### src/rtl/pipe_hazard_ctrl.sv
// pipe_hazard_ctrl: stall/flush/forward control with memory wait, halt drain, timeout flag and perf counters for a 5-stage RV32 pipeline.
module pipe_hazard_ctrl #(
  parameter int RF_ADDRESS = 5,
  parameter int CNT_W = 32,
  parameter int MAX_MEM_WAIT = 15
) (
  input  logic                  clk,
  input  logic                  reset,
  input  logic                  id_valid,
  input  logic [RF_ADDRESS-1:0] id_rs1,
  input  logic [RF_ADDRESS-1:0] id_rs2,
  input  logic                  id_uses_rs1,
  input  logic                  id_uses_rs2,
  input  logic [RF_ADDRESS-1:0] id_rd,
  input  logic                  id_regwrite,
  input  logic                  id_memread,
  input  logic                  id_halt,
  input  logic                  ex_redirect,
  input  logic                  mem_busy,
  output logic                  pc_hold,
  output logic                  ifid_hold,
  output logic                  ifid_flush,
  output logic                  idex_bubble,
  output logic                  exmem_hold,
  output logic                  memwb_bubble,
  output logic [1:0]            fwd_a,
  output logic [1:0]            fwd_b,
  output logic                  halted,
  output logic                  mem_timeout,
  output logic [CNT_W-1:0]      retire_cnt,
  output logic [CNT_W-1:0]      stall_cnt,
  output logic [CNT_W-1:0]      flush_cnt
);
  localparam int BW = $clog2(MAX_MEM_WAIT + 1);
  typedef enum logic [1:0] {RUN, DRAIN, HALTED} state_t;
  state_t state, state_n;
  logic v_ex, v_mem, v_wb, rw_ex, rw_mem, rw_wb, mr_ex;
  logic [RF_ADDRESS-1:0] rd_ex, rd_mem, rd_wb, rs1_ex, rs2_ex;
  logic [BW-1:0] busy_cnt;
  logic load_use, lu_ok, redir_ok;
  assign load_use = id_valid & v_ex & mr_ex & (|rd_ex) &
                    ((id_uses_rs1 & (id_rs1 == rd_ex)) | (id_uses_rs2 & (id_rs2 == rd_ex)));
  // MEM result is younger than WB data, so it wins; x0 is never forwarded
  assign fwd_a = reset ? 2'b00 :
                 (v_mem & rw_mem & (|rd_mem) & (rd_mem == rs1_ex)) ? 2'b10 :
                 (v_wb & rw_wb & (|rd_wb) & (rd_wb == rs1_ex)) ? 2'b01 : 2'b00;
  assign fwd_b = reset ? 2'b00 :
                 (v_mem & rw_mem & (|rd_mem) & (rd_mem == rs2_ex)) ? 2'b10 :
                 (v_wb & rw_wb & (|rd_wb) & (rd_wb == rs2_ex)) ? 2'b01 : 2'b00;
  always_comb begin
    state_n = state;
    pc_hold = 1'b0;
    ifid_hold = 1'b0;
    ifid_flush = 1'b0;
    idex_bubble = 1'b0;
    exmem_hold = 1'b0;
    memwb_bubble = 1'b0;
    halted = 1'b0;
    lu_ok = 1'b0;
    redir_ok = 1'b0;
    if (!reset) begin
      case (state)
        RUN: begin
          if (mem_busy) begin
            pc_hold = 1'b1;
            ifid_hold = 1'b1;
            exmem_hold = 1'b1;
            memwb_bubble = 1'b1;
          end else if (ex_redirect) begin
            ifid_flush = 1'b1;
            idex_bubble = 1'b1;
            redir_ok = 1'b1;
          end else if (load_use) begin
            pc_hold = 1'b1;
            ifid_hold = 1'b1;
            idex_bubble = 1'b1;
            lu_ok = 1'b1;
          end else if (id_valid && id_halt) begin
            pc_hold = 1'b1;
            ifid_flush = 1'b1;
            idex_bubble = 1'b1;
            state_n = DRAIN;
          end
        end
        DRAIN: begin
          pc_hold = 1'b1;
          ifid_flush = 1'b1;
          if (mem_busy) begin
            exmem_hold = 1'b1;
            memwb_bubble = 1'b1;
          end else if (ex_redirect) begin
            pc_hold = 1'b0;
            idex_bubble = 1'b1;
            redir_ok = 1'b1;
            state_n = RUN;
          end else begin
            idex_bubble = 1'b1;
            state_n = (!v_ex && !v_mem && !v_wb) ? HALTED : DRAIN;
          end
        end
        HALTED: begin
          halted = 1'b1;
          pc_hold = 1'b1;
          ifid_flush = 1'b1;
          idex_bubble = 1'b1;
          memwb_bubble = 1'b1;
        end
        default: state_n = RUN;
      endcase
    end
  end
  always_ff @(posedge clk) begin
    if (reset) begin
      state <= RUN;
      {v_ex, v_mem, v_wb, rw_ex, rw_mem, rw_wb, mr_ex} <= '0;
      {rd_ex, rd_mem, rd_wb, rs1_ex, rs2_ex} <= '0;
      busy_cnt <= '0;
      mem_timeout <= 1'b0;
      retire_cnt <= '0;
      stall_cnt <= '0;
      flush_cnt <= '0;
    end else begin
      state <= state_n;
      v_wb <= v_mem & ~memwb_bubble;
      if (!exmem_hold) begin
        rd_wb <= rd_mem;
        rw_wb <= rw_mem;
        v_mem <= v_ex;
        rd_mem <= rd_ex;
        rw_mem <= rw_ex;
        v_ex <= id_valid & ~idex_bubble;
        rd_ex <= id_rd;
        rw_ex <= id_regwrite;
        mr_ex <= id_memread;
        rs1_ex <= id_rs1;
        rs2_ex <= id_rs2;
      end
      if (v_wb && !mem_busy && !(&retire_cnt)) retire_cnt <= retire_cnt + 1'b1;
      if ((lu_ok || exmem_hold) && !(&stall_cnt)) stall_cnt <= stall_cnt + 1'b1;
      if (redir_ok && !(&flush_cnt)) flush_cnt <= flush_cnt + 1'b1;
      busy_cnt <= !mem_busy ? '0 : (busy_cnt == BW'(MAX_MEM_WAIT)) ? busy_cnt : busy_cnt + 1'b1;
      if (mem_busy && busy_cnt >= BW'(MAX_MEM_WAIT - 1)) mem_timeout <= 1'b1;
    end
  end
endmodule

### config.mk
export PLATFORM = sky130hd
export DESIGN_NAME = pipe_hazard_ctrl
export DESIGN_NICKNAME = d
export VERILOG_FILES = /design/src/rtl/pipe_hazard_ctrl.sv
export SDC_FILE = /design/constraint.sdc
export NUM_CORES = 1
export LEC_CHECK = 0
export CAP_MARGIN = 10
export CORE_ASPECT_RATIO = 1.5
export CORE_MARGIN = 2
export CORE_UTILIZATION = 35
export CTS_CLUSTER_DIAMETER = 40
export DETAILED_ROUTE_END_ITERATION = 7
export PLACE_DENSITY_LB_ADDON = 0.08
export SKIP_LAST_GASP = 1
export SLEW_MARGIN = 15
export SYNTH_ARGS = -nofsm -noshare
export SYNTH_HDL_FRONTEND = slang
export SYNTH_SLANG_ARGS = --single-unit
### constraint.sdc
create_clock -name clk -period 3.2 [get_ports clk]
set_input_delay 0.96 -clock clk [delete_from_list [all_inputs] [get_ports clk]]
set_output_delay 0.96 -clock clk [all_outputs]
set_load 0.01 [all_outputs]
Word level (Yosys, flattened, before mapping)
Index checks and enable logic that the tools add are counted.
{"block": "totals", "reg_bits": 135, "output_inout_bits": 108}
{"block": "op_classes", "bitwise": 21, "n_eq_ne": 14, "n_lt_le_gt_ge": 1, "muxes": 51, "n_addsub": 4, "n_reduce_logical": 27}
{"op": "$add 32x1->32 const B", "count": 3}
{"op": "$reduce_and 32->1", "count": 3}
{"op": "$mux 1", "count": 35}
{"op": "$eq 5x5->1", "count": 6}
{"op": "$mux 2", "count": 11}
{"op": "$and 1x1->1", "count": 16}
{"op": "$reduce_or 5->1", "count": 3}
{"op": "$ne 2x2->1 const B", "count": 5}
{"op": "$logic_and 1x1->1", "count": 8}
{"op": "$logic_not 1->1", "count": 7}
{"op": "$pmux 1 s3", "count": 2}
{"op": "$pmux 2 s3", "count": 1}
{"op": "$reduce_and 6->1", "count": 1}
{"op": "$reduce_or 2->1", "count": 3}
{"op": "$add 4x1->4 const B", "count": 1}
{"op": "$eq 4x4->1 const B", "count": 1}
{"op": "$ge 4x4->1 const B", "count": 1}
{"op": "$not 1->1", "count": 4}
{"op": "$pmux 1 s2", "count": 2}
{"op": "$eq 2x1->1 const B", "count": 1}
{"op": "$eq 2x2->1 const B", "count": 1}
{"op": "$logic_not 2->1", "count": 1}
{"op": "$logic_or 1x1->1", "count": 1}
{"op": "$or 1x1->1", "count": 1}

Longest topological paths before layout
{"block": "depth", "ltp_word": 11, "mapped_depth": 11, "ltp_nobuf": 9}

Least setup slack after synthesis
OpenSTA, ideal clock, no wires.
{"block": "synth_path", "kind": "input port to output port", "from": "in reset", "to": "out fwd_a[1]", "stages": 5, "arrival_ns": 2.181, "n_path_buf": 4, "slack_ns": 0.059, "required_ns": 2.240, "path_cell_list": "buf_1 -> clkbuf_1 -> clkbuf_1 -> clkbuf_1 -> nor2_1"}
{"block": "synth_between", "elab_chain_len": 1}
{"element": "start, declared", "line": "8", "text": "input logic reset,"}
{"element": "$mux 2", "line": "44", "text": "assign fwd_a = reset ? 2'b00 :"}
{"element": "end, declared", "line": "26", "text": "output logic [1:0] fwd_a,"}
No other way between the ends.

Worst setup path after layout
{"block": "layout_path", "from": "in id_rs1[2]", "to": "out pc_hold"}
{"block": "layout_between", "elab_chain_len": 9}
{"element": "start, declared", "line": "10", "text": "input logic [RF_ADDRESS-1:0] id_rs1,"}
{"element": "$eq 5x5->1", "line": "42", "text": "((id_uses_rs1 & (id_rs1 == rd_ex)) | (id_uses_rs2 & (id_rs2 == rd_ex)));"}
{"element": "$and 1x1->1", "line": "42"}
{"element": "$or 1x1->1", "line": "42"}
{"element": "$and 1x1->1", "line": "41", "text": "assign load_use = id_valid & v_ex & mr_ex & (|rd_ex) &"}
{"element": "$mux 1", "line": "73", "text": "end else if (load_use) begin"}
{"element": "$mux 1", "line": "69", "text": "end else if (ex_redirect) begin"}
{"element": "$mux 1", "line": "64", "text": "if (mem_busy) begin"}
{"element": "$pmux 1 s3", "line": "62", "text": "case (state)"}
{"element": "$mux 1", "line": "61", "text": "if (!reset) begin"}
{"element": "end, declared", "line": "20", "text": "output logic pc_hold,"}
No other way between the ends.

==> results.toml <==
[worst_setup_path]
cp.depth = 8
critPathSlowestCell = "dlygate4sd2_1"
crit_chain = "dlygate4sd2_1, xnor2_2, nand2_2, o22ai_4, nand2_1, a21oi_2, o31a_1, buf_2"
required_ps = 2240
rr_worst_depth = 13
critPathKind = "primary input to output port"
cp-end-kind = "output port"
critPathMaxStageDelay_ps = 270
crit_family = "compound AO/OA/AOI/OAI gates"
critPathBufInv = 2
cp.arrival_ps = 2250
worstSetupStartpointType = "primary input"
crit_fanout = 2

[synthesis]
synth_area_sq_um = 6660
synth_fa_ha_area_share_pct = 1.69
synth_edf_count = 0
synth_compound_area_share_pct = 11.4
synth-main-ff-cell = "dfxtp_1"
postSynthAreaPerCell_sq_um = 8.13
synth_xor_area_share_pct = 10.5
synth_seq_area_share_pct = 40.6
synthMuxAreaShare_pct = 2.56
synth_top_family_by_area = "simple AND/OR/NAND/NOR gates"
synth_area_leaders = "dfxtp_1 (41%), nand2_1 (6.2%), xnor2_1 (6.2%)"
yosysMostFrequentCell = "dfxtp_1"
synth-simple-area-share_pct = 30.2
synth_top_cell_area_share_pct = 40.6
synth_area_leader_cell = "dfxtp_1"
yosys_warnings = 0
synthTopCellsByCount = "dfxtp_1 (135), nand2_1 (110), nor2_1 (86), o21ai_0 (52), xnor2_1 (47)"
ys_ff_latch = 135
yosys.cell_types.count = 51
synthCells = 819
syn_nets = 853
synthArstFlopShare_pct = 0

[timing]
report.final.slew_viol_count = 0
finalHoldViolations = 0
period_share_pct = 100
finalSetupViolCount = 1
max_slew.worst_pin.slew_ps = 554
worst_slack_ps = -8.60
setup_tns_ps = -8.60
period_minus_slack_ps = 3210
slew_headroom_pct = 62.8
rsz0062_at_grt = "yes"
skew_ps = 13.3
max_freq_ghz = 0.312

[outcome]
violations = "negative setup slack"
status = "finished, violations left"

[power_and_ir_drop]
p_sw_share_pct = 25.1
p_switching_mw = 1.03
p_clk_share_pct = 45.3
combPwrFrac_pct = 11.3
power_frac_seq_pct = 43.4
leakage_nw = 3.39
p_per_area_nw_per_um2 = 437
max-vdd-ir-drop_mv = 0.262
p_int_mw = 3.08

[clock_network]
cts_tree = "built"
cts.sinks = 135
clock_path_buffers = 2
cts_root_buffer = "clkbuf_16"
clkTransAtPathRegs_ps = 50
numCtsBuffers = 17
htreeDepth = 4
cts_hold_buf = 0
insertion_delay_ps = 430

[die]
start_util_pct = 35.7
die_w_um = 117
ioPinCount = 133
placementRows = 61
dieArea_sq_um = 20200
fp.dieH_um = 173
design.core.area_sq_um = 18600

[global_route]
met2_usage_pct = 32.9
grt.total_usage_pct = 18.2
grt_pass1_wl_um = 29400
antenna_found_initial = 0
overflow = 0
grt-busiest-layer = "met2"
grt_pass1_vias = 6008
grt.met3_usage_pct = 3.65
grt_start_max_net_pins = 62
grt_util_met1_pct = 20.8

[place]
place_area_sq_um = 8520
io_buffers = 132
hpwl_um = 12700
gp_congestion = 0.755

[route]
ant_nets = 0
vias_per_cell = 4.97
drt_pass1_iterations = 4
drc = 0
drt-initial-drc-count = 296
wire_per_inst_um = 14.4
routed_wl_um = 18200
via_count = 6308

[finish]
final_util_pct = 50.5
syn_to_final_growth_pct = 41.4
final_nets = 1038
layout-drive-gt1-share_pct = 15.9
final_area_sq_um = 9410
num_antenna_cells = 0

[flow_run]
drv_cap = 0

[hold_path]
whs_path_depth = 2
min_path_type = "flip-flop to flip-flop"
-- through the flow --
| stage | setup slack [ps] | power, mW | cells | hold slack, ps |
|---|---|---|---|---|
| after global placement | -879 | 2.22 | 1216 | 440 |
| after global routing | -92.3 | 4.27 | 1268 | 482 |
| after floorplan | 59.4 | 2.04 | 819 | 425 |
| final | -8.60 | 4.11 | 1268 | 451 |
| after detailed placement | -847 | 2.22 | 1216 | 444 |
| after CTS | -76.7 | 4.10 | 1259 | 456 |
-- registers in the layout, indices dropped and copies added, names as in the netlist, 2 cells and up --
name / count
rd_mem: 5
flush_cnt: 32
busy_cnt: 4
retire_cnt: 32
rs1_ex: 5
state: 2
rd_ex: 5
rd_wb: 5
rs2_ex: 5
stall_cnt: 32
-- cell families after synthesis --
family          count (synthesis)
simple gates                  400
flops                         135
compound gates                126
xor+xnor                       80
buf+inv                        53
mux                            16
fa+ha+maj                       9
-- worst paths after layout --
check | from | end | slack, ps
max | id_rs1[2] | pc_hold | -9
min reg2reg | rw_wb | rw_wb | 450
min | rw_wb | rw_wb | 450
max reg2reg | rd_ex[0] | stall_cnt[31] | 260
-- tightest hold or removal path, cell delays in order, from the launching register on --
cell and delay, ps:
dfxtp_1 320, nand2_1 50, o21ai_0 50
-- cell usage in the layout (no fill, tap or decap), drive strengths merged, types with 8 or more instances in the layout --
cell	count
a21oi	33
and3	18
and4	13
buf	76
clkbuf	28
clkdlybuf4s50	106
dfxtp	135
ha	9
inv	20
mux2	8
mux2i	8
nand2	110
nand3	41
nand4	25
nor2	86
nor2b	11
nor3	34
nor4	9
o21ai	52
o31ai	10
or3	22
xnor2	47
xor2	33
-- cell type report --
type | instances | area, sq um
clock buffer | 23 | 478
clock inverter | 8 | 73.8
fill | 1874 | 9210
inverter | 21 | 78.8
multi-input combinational | 631 | 3940
sequential | 135 | 2700
tap | 252 | 315
timing repair buffer | 198 | 1820
-- power by group through the flow --
stage	Clock, mW	Combinational (mW)	Sequential (mW)
final	1.86	0.465	1.78
after global routing	1.97	0.511	1.79
after CTS	1.90	0.426	1.78
after detailed placement	0	0.401	1.82
after global placement	0	0.401	1.82
after floorplan	0	0.229	1.81
-- what timing repair did --
item / CTS / global route
pin swaps: 17 / 25
cloned: 0 / 2
hold endpoints to repair: 0 / 0
setup buffers: 12 / 8
endpoints found under the setup margin: 10 / 35
gates resized for setup: 59 / 59
-- routing by layer --
layer / wire length [um] / vias to the layer above
met5: 0 / -
met4: 297 / 0
met3: 669 / 20
met2: 9560 / 115
met1: 7690 / 2929
li1: - / 3244
(Power assumes the default switching activity.)
==> RTL edit 1 (same settings) <==
Encoding of `state_t`: now one-hot (3 bits for 3 states).
--- a/src/rtl/pipe_hazard_ctrl.sv
+++ b/src/rtl/pipe_hazard_ctrl.sv
@@ -32,7 +32,7 @@
   output logic [CNT_W-1:0]      flush_cnt
 );
   localparam int BW = $clog2(MAX_MEM_WAIT + 1);
-  typedef enum logic [1:0] {RUN, DRAIN, HALTED} state_t;
+  typedef enum logic [2:0] {RUN = 3'b001, DRAIN = 3'b010, HALTED = 3'b100} state_t;
   state_t state, state_n;
   logic v_ex, v_mem, v_wb, rw_ex, rw_mem, rw_wb, mr_ex;
   logic [RF_ADDRESS-1:0] rd_ex, rd_mem, rd_wb, rs1_ex, rs2_ex;
Check against the original RTL: no difference found for any inputs over 4 cycles, from zero or initial values and one cycle with reset high; so few cycles prove little.
==> RTL edit 1 against the unedited design <==
Routed wire length decreased by 3.4%. Via count decreased by 3.2%. Sequential power increased by 2%. Combinational power decreased by 3%. Sequential share of layout area increased by 1.0 points. Area after synthesis decreased by 2.0%. Design area decreased by 2.6%. Sequential cell count increased by 1. Worst setup slack improved by 0.032 ns. Count of clock-buffer cells in the layout decreased by 2. Clock skew decreased by 0.0016 ns. Total power increased by 5.6%. Critical endpoint is now idex_bubble. Largest cell class unchanged.
==> RTL edit 1: results <==
metrics = {
    "status": {
        "status": "complete, no violations",
    },
    "synth": {
        "synth_xor_area_share_pct": 13.2,
        "synthTopCellsByArea": "dfxtp_1 42%, nand2_1 7.0%, xnor2_1 6.6%, xor2_1 6.6%, nor2_1 5.7%",
        "synth-compound-area-share_pct": 9.94,
        "ys_types": 54,
        "netlist_instances": 800,
        "synth-seq-area-share_pct": 41.8,
        "yosys.area_share.adder_pct": 0.960,
    },
    "power_and_ir_drop": {
        "p_comb_uw": 450,
        "power.ir.vdd_worst_mv": 0.279,
        "p_clk_share_pct": 47.7,
        "p_int_uw": 3270,
    },
    "hold_path": {
        "hold_start": "rw_ex$_SDFFE_PP0N_",
        "hold_end": "rw_ex$_SDFFE_PP0N_",
    },
    "detailed_routing": {
        "drt-met1-wl_mm": 7.42,
        "routedWlPerCell_um": 14.2,
        "drt_pass1_iterations": 6,
        "wl_met3_um": 872,
        "drt_iter0_drc": 243,
    },
    "critical_path": {
        "crit_fanout": 3,
        "r2r_cells": 8,
        "crit_path_end": "idex_bubble",
        "worstReg2RegEnd": "stall_cnt[17]$_SDFFE_PP0P_",
        "cp.arrival_ns": 2.22,
        "r2r_start": "rd_ex[3]$_SDFFE_PP0N_",
    },
    "grt": {
        "grt_pass1_vias": 5817,
        "grt_use_met3_pct": 5.10,
        "grt_max_degree": 61,
        "grt_pass1_wl_mm": 28.5,
    },
    "finish": {
        "fillCellCount": 1807,
        "seq_area_um2": 2720,
        "final_nets": 1004,
        "final_cells": 1239,
        "drive_gt1_share_pct": 14.2,
    },
    "cts": {
        "post_cts_buffers": 0,
        "cts.repair.resized": 101,
    },
    "placed_design": {
        "place_area_um2": 8410,
        "dp_hpwl_mm": 12.7,
    },
    "timing": {
        "finalSetupTns_ns": 0,
        "clock.fmax_mhz": 315,
        "worst_hold_slack_ns": 0.450,
    },
}
## RTL edit 1: cell count changes in the layout (fill, tap and decap cells not counted), moves of 7 or more
cell	delta
nor4_1	+11
mux2_2	-7
nand2_1	+12
xor2_1	+16
nor2b_1	-8
or2_2	-7
nor2_1	+13
nor3_1	-15
## RTL edit 1: layout make-up
| cell class | instances | share of cell area, % |
|---|---|---|
| clock buffer | 21 | 5.24 |
| inverter | 14 | 0.573 |
| tap | 252 | 3.44 |
| sequential | 136 | 29.7 |
| timing repair buffer | 189 | 19.0 |
| clock inverter | 11 | 1.58 |
| multi-input combinational | 616 | 40.5 |
## RTL edit 1: critical path, stage by stage
cell and delay, ns:
buf_6 0.10, xnor2_2 0.13, nand4_1 0.11, o22ai_2 0.19, and2_4 0.20, o21ai_2 0.07
o31ai_1 0.20, buf_4 0.16, buf_6 0.09
==> RTL edit 2 (config.mk and constraints unchanged) <==
Made on the original files. Change the parameter `RF_ADDRESS` from 5 to 4.
--- a/src/rtl/pipe_hazard_ctrl.sv
+++ b/src/rtl/pipe_hazard_ctrl.sv
@@ -1,6 +1,6 @@
 // pipe_hazard_ctrl: stall/flush/forward control with memory wait, halt drain, timeout flag and perf counters for a 5-stage RV32 pipeline.
 module pipe_hazard_ctrl #(
-  parameter int RF_ADDRESS = 5,
+  parameter int RF_ADDRESS = 4,
   parameter int CNT_W = 32,
   parameter int MAX_MEM_WAIT = 15
 ) (
Ports: changed (resized id_rd, id_rs1 and id_rs2); port bits go from 133 to 130. No check against the original RTL was run, so the function may have changed too.
==> RTL edit 2 against the unedited design <==
Design area is 1.4% lower. Area after synthesis is 0.19% lower. Non-clock buffer count is 3 higher. Register-to-register slack better by 0.13 ns. Routed wire length is 1.2% higher. Sequential cell count is 5 lower. Global-route usage is 0.27 points higher. Total power is 0.98% lower. Clock skew is 0.0039 ns lower. Utilization is 0.51 points lower. Die area is 0.18% lower. Worst setup slack better by 0.076 ns. Highest routed layer unchanged.
==> RTL edit 2: results <==
metrics = {
    "power_and_ir_drop": {
        "netSwitchingFraction_pct": 22.4,
        "power.leakage_uw": 0.00320,
        "power.ir.vdd_worst_mv": 0.274,
        "pwr-share-seq_pct": 41.2,
        "power.density_nw_per_um2": 438,
        "p_comb_share_pct": 7.8,
    },
    "critical_path": {
        "critical-path-max-stage-delay_ns": 0.30,
        "r2r_cells": 16,
        "r2r_start": "rd_ex[1]$_SDFFE_PP0N_",
        "worstReg2RegEnd": "stall_cnt[14]$_SDFFE_PP0P_",
        "cp-startpoint": "id_rs1[1]",
        "critPathTopFamily": "buffers and inverters",
        "rrSetupSlack_ns": 0.39,
        "cp.arrival_ns": 3.43,
        "critPathKind": "input port to flip-flop",
        "cp_slowest_cell": "mux2_4",
    },
    "grt": {
        "globalRouteTotalUtil_pct": 18.5,
        "grt_pass1_vias": 6088,
        "grt_pass1_wl_mm": 30.1,
        "grt_max_degree": 57,
    },
    "synth": {
        "netlist_instances": 824,
        "ys_types": 59,
        "synth-seq-area-share_pct": 39.2,
        "synth_fp_nets": 855,
        "synthTopCellsByArea": "dfxtp_1 39%, xnor2_1 7.1%, nand2_1 5.5%, nor2_1 4.9%, o21ai_0 4.1%",
        "synth_commonest_cells": "130 x dfxtp_1, 98 x nand2_1, 86 x nor2_1",
    },
    "hold_path": {
        "whs_path_depth": 2,
        "hold_start": "mem_timeout$_SDFFE_PP0P_",
        "hold_end": "mem_timeout$_SDFFE_PP0P_",
    },
    "cts": {
        "clk_latency_ns": 0.41,
        "clockRootBuffer": "clkbuf_16",
        "cts.repair.resized": 50,
        "post_cts_buffers": 19,
    },
    "finish": {
        "fillCellCount": 1857,
        "final_nets": 1039,
        "diodes": 0,
        "drive_gt1_share_pct": 14.2,
    },
    "placed_design": {
        "dp_hpwl_mm": 13.0,
        "place_congestion": 0.777,
        "port_buffers": 129,
    },
    "status": {
        "status": "complete, no violations",
    },
    "detailed_routing": {
        "routedWlPerCell_um": 14.5,
        "vias_per_cell": 5.08,
        "drt_iter0_drc": 336,
        "num_vias": 6453,
    },
    "timing": {
        "clock-skew-final_ns": 0.00942,
        "tightest_slew_ns": 0.671,
    },
}
[RTL edit 2: cell count changes after synthesis, sizes merged, moves of 6 or more]
cell	change
xor2	-16
buf	+8
nand4	+14
a21oi	+13
nand2	-12
nor3	-8
or3	+7
or4	+6
xnor2	+7
[RTL edit 2: routing by layer]
layer | GRT usage, % | up-vias | part of all wire (%)
li1 | - | 3315 | -
met1 | 23.3 | 2981 | 44
met2 | 31.0 | 129 | 50
met3 | 3.12 | 28 | 3.8
met4 | 7.04 | 0 | 2.2
met5 | 0 | - | 0
[RTL edit 2: logic make-up (layout without fill, tap and decap cells)]
logic type / Yosys count / count (layout) / synth area share, %
AO/OA/AOI/OAI: 139 / 139 / 12.5
AND/OR/NAND/NOR: 410 / 410 / 31.8
XOR/XNOR: 71 / 71 / 9.36
adder cells (fa/ha/maj): 9 / 9 / 1.70
multiplexers: 9 / 9 / 1.51
flip-flops: 130 / 130 / 39.2
buffers and inverters: 56 / 251 / 3.96
[RTL edit 2: cell type report]
| type | count | area share [%] |
|---|---|---|
| inverters | 20 | 0.809 |
| flip-flops and latches | 130 | 28.1 |
| repair buffers | 201 | 19.1 |
| multi-input cells | 638 | 41.9 |
| well taps | 252 | 3.40 |
| clock buffers | 21 | 5.07 |
| clock inverters | 9 | 1.67 |
[RTL edit 2: per-stage QoR]
stage | hold slack [ns] | area (um^2) | setup WS, ns | TNS [ns]
after detailed placement | 0.446 | 8460 | -0.794 | -6.05
after floorplan | 0.425 | 6640 | 0.220 | 0
final | 0.453 | 9280 | 0.0670 | 0
after global placement | 0.436 | 8460 | -0.848 | -6.06
after global routing | 0.476 | 9280 | -0.0169 | -0.0273
after CTS | 0.459 | 9230 | 0.00121 | 0
